===== src/rtl/string_detector_ctrl_if.sv =====
// string_detector_ctrl_if: session control, serial bit handshake and result bundle
interface string_detector_ctrl_if #(
    parameter int PAT_W = 4,
    parameter int CNT_W = 4,
    parameter int LEN_W = 8
);
    logic             start;
    logic [PAT_W-1:0] pattern;
    logic [LEN_W-1:0] frame_len;
    logic             mode;
    logic             bit_in;
    logic             bit_valid;
    logic             bit_ready;
    logic             busy;
    logic             done;
    logic [CNT_W-1:0] N;
    logic             overflow;
    modport master (
        output start, pattern, frame_len, mode, bit_in, bit_valid,
        input  bit_ready, busy, done, N, overflow
    );
    modport slave (
        input  start, pattern, frame_len, mode, bit_in, bit_valid,
        output bit_ready, busy, done, N, overflow
    );
endinterface


===== src/rtl/string_detector_ctrl.sv =====
// string_detector_ctrl: framed serial pattern counter with overlapping/non-overlapping modes
module string_detector_ctrl #(
    parameter int PAT_W = 4,
    parameter int CNT_W = 4,
    parameter int LEN_W = 8
) (
    input  logic                  clk,
    input  logic                  rst,
    string_detector_ctrl_if.slave bus
);
    localparam int FW = $clog2(PAT_W + 1);
    localparam logic [FW-1:0] FULL = FW'(PAT_W);

    typedef enum logic [1:0] {IDLE, RUN, REPORT} state_t;

    state_t           state_q, state_d;
    logic [PAT_W-1:0] win_q, win_d, pat_q, pat_d, win_nx;
    logic [FW-1:0]    fill_q, fill_d, fill_nx;
    logic [LEN_W-1:0] rem_q, rem_d;
    logic [CNT_W-1:0] n_q, n_d;
    logic             mode_q, mode_d, ovf_q, ovf_d, match;

    always_comb begin
        state_d = state_q;
        win_d   = win_q;
        fill_d  = fill_q;
        rem_d   = rem_q;
        pat_d   = pat_q;
        mode_d  = mode_q;
        n_d     = n_q;
        ovf_d   = ovf_q;
        win_nx  = {win_q[PAT_W-2:0], bus.bit_in};
        fill_nx = fill_q == FULL ? FULL : fill_q + 1'b1;
        match   = fill_nx == FULL && win_nx == pat_q;
        if (state_q == IDLE && bus.start) begin
            n_d   = '0;
            ovf_d = 1'b0;
            if (bus.frame_len != '0) begin
                pat_d   = bus.pattern;
                mode_d  = bus.mode;
                rem_d   = bus.frame_len;
                win_d   = '0;
                fill_d  = '0;
                state_d = RUN;
            end else begin
                state_d = REPORT;
            end
        end else if (state_q == RUN && bus.bit_valid) begin
            win_d   = win_nx;
            fill_d  = match && mode_q ? '0 : fill_nx;
            rem_d   = rem_q - 1'b1;
            n_d     = match && n_q != '1 ? n_q + 1'b1 : n_q;
            ovf_d   = ovf_q | (match && n_q == '1);
            state_d = rem_q == LEN_W'(1) ? REPORT : RUN;
        end else if (state_q == REPORT) begin
            state_d = IDLE;
        end
    end

    always_ff @(posedge clk or posedge rst) begin
        if (rst) begin
            state_q <= IDLE;
            win_q   <= '0;
            fill_q  <= '0;
            rem_q   <= '0;
            pat_q   <= '0;
            mode_q  <= 1'b0;
            n_q     <= '0;
            ovf_q   <= 1'b0;
        end else begin
            state_q <= state_d;
            win_q   <= win_d;
            fill_q  <= fill_d;
            rem_q   <= rem_d;
            pat_q   <= pat_d;
            mode_q  <= mode_d;
            n_q     <= n_d;
            ovf_q   <= ovf_d;
        end
    end

    assign bus.bit_ready = state_q == RUN;
    assign bus.busy      = state_q != IDLE;
    assign bus.done      = state_q == REPORT;
    assign bus.N         = n_q;
    assign bus.overflow  = ovf_q;
endmodule


===== src/flat_wrapper.sv =====
// flat-port wrapper written by rule: the top's interface ports become plain ports
module string_detector_ctrl_flat 
#(
    parameter int PAT_W = 4,
    parameter int CNT_W = 4,
    parameter int LEN_W = 8
)
  (clk, rst, bus_start, bus_pattern, bus_frame_len, bus_mode, bus_bit_in, bus_bit_valid, bus_bit_ready, bus_busy, bus_done, bus_N, bus_overflow);
  string_detector_ctrl_if #(.PAT_W(PAT_W), .CNT_W(CNT_W), .LEN_W(LEN_W)) bus_i ();
  input  logic clk;
  input  logic rst;
  input wire logic [$bits(bus_i.start)-1:0] bus_start;
  input wire logic [$bits(bus_i.pattern)-1:0] bus_pattern;
  input wire logic [$bits(bus_i.frame_len)-1:0] bus_frame_len;
  input wire logic [$bits(bus_i.mode)-1:0] bus_mode;
  input wire logic [$bits(bus_i.bit_in)-1:0] bus_bit_in;
  input wire logic [$bits(bus_i.bit_valid)-1:0] bus_bit_valid;
  output wire logic [$bits(bus_i.bit_ready)-1:0] bus_bit_ready;
  output wire logic [$bits(bus_i.busy)-1:0] bus_busy;
  output wire logic [$bits(bus_i.done)-1:0] bus_done;
  output wire logic [$bits(bus_i.N)-1:0] bus_N;
  output wire logic [$bits(bus_i.overflow)-1:0] bus_overflow;
  assign bus_i.start = bus_start;
  assign bus_i.pattern = bus_pattern;
  assign bus_i.frame_len = bus_frame_len;
  assign bus_i.mode = bus_mode;
  assign bus_i.bit_in = bus_bit_in;
  assign bus_i.bit_valid = bus_bit_valid;
  assign bus_bit_ready = bus_i.bit_ready;
  assign bus_busy = bus_i.busy;
  assign bus_done = bus_i.done;
  assign bus_N = bus_i.N;
  assign bus_overflow = bus_i.overflow;
  string_detector_ctrl #(.PAT_W(PAT_W), .CNT_W(CNT_W), .LEN_W(LEN_W)) u_core (.clk(clk), .rst(rst), .bus(bus_i));
endmodule

===== config.mk =====
export PLATFORM = sky130hd
export DESIGN_NAME = string_detector_ctrl_flat
export DESIGN_NICKNAME = d
export VERILOG_FILES = /design/src/rtl/string_detector_ctrl_if.sv /design/src/rtl/string_detector_ctrl.sv /design/src/flat_wrapper.sv
export SDC_FILE = /design/constraint.sdc
export NUM_CORES = 1
export LEC_CHECK = 0
export CAP_MARGIN = 30
export CORE_MARGIN = 2
export CORE_UTILIZATION = 35
export CTS_CLUSTER_SIZE = 8
export DETAILED_ROUTE_END_ITERATION = 10
export SLEW_MARGIN = 10
export SYNTH_ARGS = -nofsm -noshare
export SYNTH_HDL_FRONTEND = slang
export SYNTH_SLANG_ARGS = --single-unit

===== constraint.sdc =====
create_clock -name clk -period 1.7 [get_ports clk]
set_input_delay 0.34 -clock clk [delete_from_list [all_inputs] [get_ports clk]]
set_output_delay 0.34 -clock clk [all_outputs]
set_load 0.02 [all_outputs]

-- After elaboration in Yosys (flattened, before gate mapping)
Cells that the tools add are included.
- $add $sub $neg: 3
- bitwise logic cells: 1
- eq/ne operators: 9
- reduce and logical (&&, ||, !) cells: 15
- muxes and demuxes: 21
- operator list (kind ; number):
    two-way mux 3 bit ; 8
    two-way mux 8 bit ; 3
    two-way mux 4 bit ; 3
    two-way mux 2 bit ; 5
    equality test 8 x 1 -> 1 bit (second input constant) ; 1
    nonzero test 8 bit ; 1
    subtractor 8 x 1 -> 8 bit (second input constant) ; 1
    equality test 3 bit (second input constant) ; 2
    logical AND 1 bit ; 6
    AND reduction 2 bit ; 3
    nonzero test 2 bit ; 3
    adder 4 x 1 -> 4 bit (second input constant) ; 1
    equality test 4 bit ; 1
    equality test 4 bit (second input constant) ; 1
    != test 4 bit (second input constant) ; 1
    adder 3 x 1 -> 3 bit (second input constant) ; 1
    nonzero test 3 bit ; 1
    equality test 2 x 1 -> 1 bit (second input constant) ; 1
    equality test 2 bit (second input constant) ; 1
    logical NOT 2 bit ; 1
    two-way mux 1 bit ; 2
    != test 2 bit (second input constant) ; 1
    bitwise OR 1 bit ; 1
- output and inout port bits: 8
- register bits: 26
- logic and storage cells: 57
- input port bits: 18

-- Depth between registers and ports, before layout
- depth after elaboration: 8
- mapped depth: 7
- mapped depth without buffers: 7

-- Worst setup path before layout
Ideal clock, no wire load.
- path kind: flip-flop to flip-flop
- start point: register u_core.fill_q[0]
- end point: register u_core.n_q[3] (netlist: u_core.bus.N[3])
- cell stages (with the launch flop): 7
- slack: -0.129 ns
- data arrival time: 1.711 ns
- buffers on the path: 0
- setup time: 0.119 ns
- cell sequence: dfrtp_1 inv_1 ha_1 nor4_2 nand3_4 o31a_1 o21a_1
- word-level cells in the longest chain between the ends: 7
- elaborated cells between the ends (all ways): 8
- those cells by class: add/sub: 1; eq/ne: 2; mux: 1; reduce/logical: 4
- RTL lines (item ; RTL line ; text):
    start: declaration ; string_detector_ctrl.sv:18 ; logic [FW-1:0] fill_q, fill_d, fill_nx;
    start signal: assignment ; string_detector_ctrl.sv:73 ; fill_q <= fill_d;
    adder 3 x 1 -> 3 bit or equality test 3 bit (tied branches) ; string_detector_ctrl.sv:33 ; fill_nx = fill_q == FULL ? FULL : fill_q + 1'b1;
    two-way mux 3 bit * ; string_detector_ctrl.sv:33 ;
    equality test 3 bit * ; string_detector_ctrl.sv:34 ; match = fill_nx == FULL && win_nx == pat_q;
    logical AND 1 bit * ; string_detector_ctrl.sv:34 ;
    logical AND 1 bit * ; string_detector_ctrl.sv:52 ; n_d = match && n_q != '1 ? n_q + 1'b1 : n_q;
    nonzero test 2 bit (no source line) * ; - ;
    AND reduction 2 bit (no source line) * ; - ;
    end signal: assignment ; string_detector_ctrl.sv:77 ; n_q <= n_d;
    end: declaration ; string_detector_ctrl.sv:20 ; logic [CNT_W-1:0] n_q, n_d;
Every way passes the cells marked *; elsewhere a longest branch is shown, timed or not.
A chain may end at the register's enable or synchronous reset.

-- Final worst setup path
- start point: register u_core.state_q[1]
- end point: register u_core.mode_q
- word-level cells in the longest chain between the ends: 3
- RTL lines (item ; RTL line ; text):
    start: declaration ; string_detector_ctrl.sv:16 ; state_t state_q, state_d;
    start signal: assignment ; string_detector_ctrl.sv:71 ; state_q <= state_d;
    logical NOT 2 bit ; string_detector_ctrl.sv:35 ; if (state_q == IDLE && bus.start) begin
    logical AND 1 bit ; string_detector_ctrl.sv:35 ;
    AND reduction 2 bit (no source line) ; - ;
    end signal: assignment ; string_detector_ctrl.sv:76 ; mode_q <= mode_d;
    end: declaration ; string_detector_ctrl.sv:21 ; logic mode_q, mode_d, ovf_q, ovf_d, match;
Every way passes these cells.

==> run_results.csv <==
group,metric,value,unit
placed_design,portBuffers,25,
power,power_density,1450,mW/mm2
yosys,ys_ff_latch,26,
grt,grt_overflow_total,0,
detailed_routing,postRouteAntennaNets,0,
timing,setup_viol,0,
yosys,avgSynthCellArea,10.4,um2
detailed_routing,drc,0,
die,die_area,0.00456,mm2
flow_run,cap_violations,0,
grt,gr-usage-all-layers,16.2,%
clock_network,cts.sinks,26,
power,fin_total_pwr,2970,uW
yosys,ys_seq_area_share,46.0,%
cells_and_area,nNetsFinal,210,
detailed_routing,vias_per_cell,5.21,
cells_and_area,nFillCells,352,
setup_path,crit_arrival,1820,ps
yosys,synth_area,0.00141,mm2
detailed_routing,wl_per_cell,14.1,um
setup_path,crit_path_start,"u_core.state_q[1]",
die,core,0.00394,mm2
timing,slew_violations,0,
clock_network,cts.clk_slew.worst_paths,90,ps
power,p_leak,0.000939,uW
cells_and_area,most-common-layout-cells,"25 x dfrtp_1, 22 x buf_4, 16 x clkdlybuf4s50_1, 12 x nor2_1, 8 x a21oi_1",
cells_and_area,antenna_cells,0,
yosys,postSynth.asyncResetShare,100,%
clock_network,ctsRootBufferMaster,"clkbuf_8",
grt,grt_pass1_vias,1244,
yosys,synth.top_cell.area_share,46.0,%
grt,antenna_found_initial,0,
detailed_routing,drt_pass1_iterations,4,
die,io_pins,26,
yosys,yosysWarnings,0,
timing,period_share,97.6,%
cells_and_area,drive_above_1_share,28.5,%
timing,period_needed,1660,ps
yosys,synth.distinct_cells,45,
placed_design,dp_hpwl,2350,um
setup_path,r2r_start,"u_core.state_q[1]",
timing,hold_viol,0,
detailed_routing,drt-initial-drc-count,61,
cells_and_area,multi_input_area,763,um2
timing,max_freq,0.603,GHz
timing,rsz0062_at_grt,"yes",
clock_network,cts_hold_buffers,0,
grt,grt_max_degree,27,
clock_network,insertion_delay,270,ps
yosys,syn_inst,136,
die,initial_utilization,35.9,%
setup_path,cp.required,1860,ps
cells_and_area,syn2layout_area_growth,45.1,%
die,fp.dieW,67.6,um
cells_and_area,seq_area,652,um2
clock_network,cts_max_path_buffers,2,
yosys,synth_edf_count,0,
detailed_routing,drt_wl_total,3340,um
die,rows,23,
status,status,"completed",
yosys,synth_top_area_cell,"dfrtp_1",
yosys,synthTopCellsByArea,"dfrtp_1 46%, ha_1 4.4%, mux2_2 4.0%",
die,fp.dieH,67.6,um
clock_network,cts-buffers-inserted,3,
cells_and_area,final_common_cell,"dfrtp_1",
clock_network,cts_tree,"built",
clock_network,htreeDepth,1,
placed_design,gp_congestion,0.872,
setup_path,start_kind,"register",
grt,grt_pass1_wl,5570,um
detailed_routing,dr_total_vias,1230,
yosys,ys.flop_type,"dfrtp_1",
timing,max_slew_margin,70.5,%
worst_hold_path,hold_class,"input port to async pin",
setup_path,crit_path_end_kind,"register",
timing,whs,418,ps
setup_path,crit_type,"register to register",
timing,fin_skew,3.86,ps
timing,tightestPinTransition,438,ps
yosys,synthesis.nets,159,
power,ir_worst_vdd,0.000672,V
setup_path,critical_path.max_fanout,6,
==> metrics by stage <==
stage	setup slack (ps)	utilization, %	cell area (um2)	cells	setup TNS (ps)
2_1_floorplan	45.6	-	1420	136	0
3_3_place_gp	-303	47.1	1860	225	-6130
3_5_place_dp	-367	47.1	1860	225	-6800
4_1_cts	-11.3	49.8	1960	231	-17.2
5_1_grt	-7.98	52.0	2050	236	-15.0
6_report	41.2	52.0	2050	236	0
==> final cells by class <==
type                            instances  share of cell area, %
Multi-Input combinational cell         97                   37.2
Sequential cell                        26                   31.8
Timing Repair Buffer                   51                   23.0
Tap cell                               50                   3.05
Clock buffer                            3                   2.01
Clock inverter                          1                   1.46
Inverter                                8                   1.46
==> Yosys cell counts (2+ instances only) <==
library cell	instances
dfrtp_1	26
nor2_1	13
a21oi_1	8
o31ai_1	2
xor2_1	4
buf_4	2
o21ai_1	8
mux2_2	5
a21o_1	2
a22oi_1	3
nor4_1	3
nand2_1	3
o211ai_1	2
nor2b_1	2
nand3_1	4
a22o_1	6
ha_1	5
o21a_1	2
nor3_1	3
inv_1	8
==> worst max-delay path, stage by stage (launching register included) <==
cell     delay (ps)
dfrtp_1         430
or3b_4          430
a21oi_4         210
buf_12          150
mux2_2          320
==> kinds of logic after synthesis <==
| logic type | after synthesis | synth area share (%) |
|---|---|---|
| XOR/XNOR | 4 | 2.48 |
| buffers and inverters | 13 | 4.60 |
| AO/OA/AOI/OAI | 44 | 22.7 |
| flip-flops | 26 | 46.0 |
| AND/OR/NAND/NOR | 39 | 15.8 |
| adder cells (fa/ha/maj) | 5 | 4.42 |
| multiplexers | 5 | 3.98 |
==> sequential cells by signal (all words and copies together), names as in the netlist <==
register             flops
u_core.bus.overflow      1
u_core.pat_q             4
u_core.win_q             3
u_core.state_q           2
u_core.mode_q            1
u_core.bus.N             4
u_core.rem_q             8
u_core.fill_q            3
==> layer usage <==
metal	routed length, um	GRT usage (%)	vias up	part of all wire (%)
li1	-	-	603	-
met1	1450	19.7	602	44
met2	1710	28.8	21	51
met3	143	2.67	4	4.3
met4	27	5.61	0	0.81
met5	0	0	-	0
==> timing repair <==
action / CTS / global route
endpoints found under the setup margin: 11 / 17
buffers inserted: 2 / 5
pin swaps: 4 / 5
gates resized for setup: 10 / 17
==> power by group <==
part           switching, uW  total [uW]  internal [uW]
Clock                    200         515            315
Sequential               239        1110            867
Combinational            652        1350            694
Total                   1090        2970           1880
==> path summary, 6_finish.rpt <==
check                                      end  slack [ps]  cells after the start
max                              u_core.mode_q          40                      4
min                            u_core.bus.N[1]         420                      3
max reg2reg                      u_core.mode_q          40                      4
min reg2reg                u_core.bus.overflow         500                      1
max in group asynchronous    u_core.state_q[0]        1010                      3
min in group clk               u_core.win_q[0]         420                      2
No activity file was read; power rests on OpenSTA's default activity.
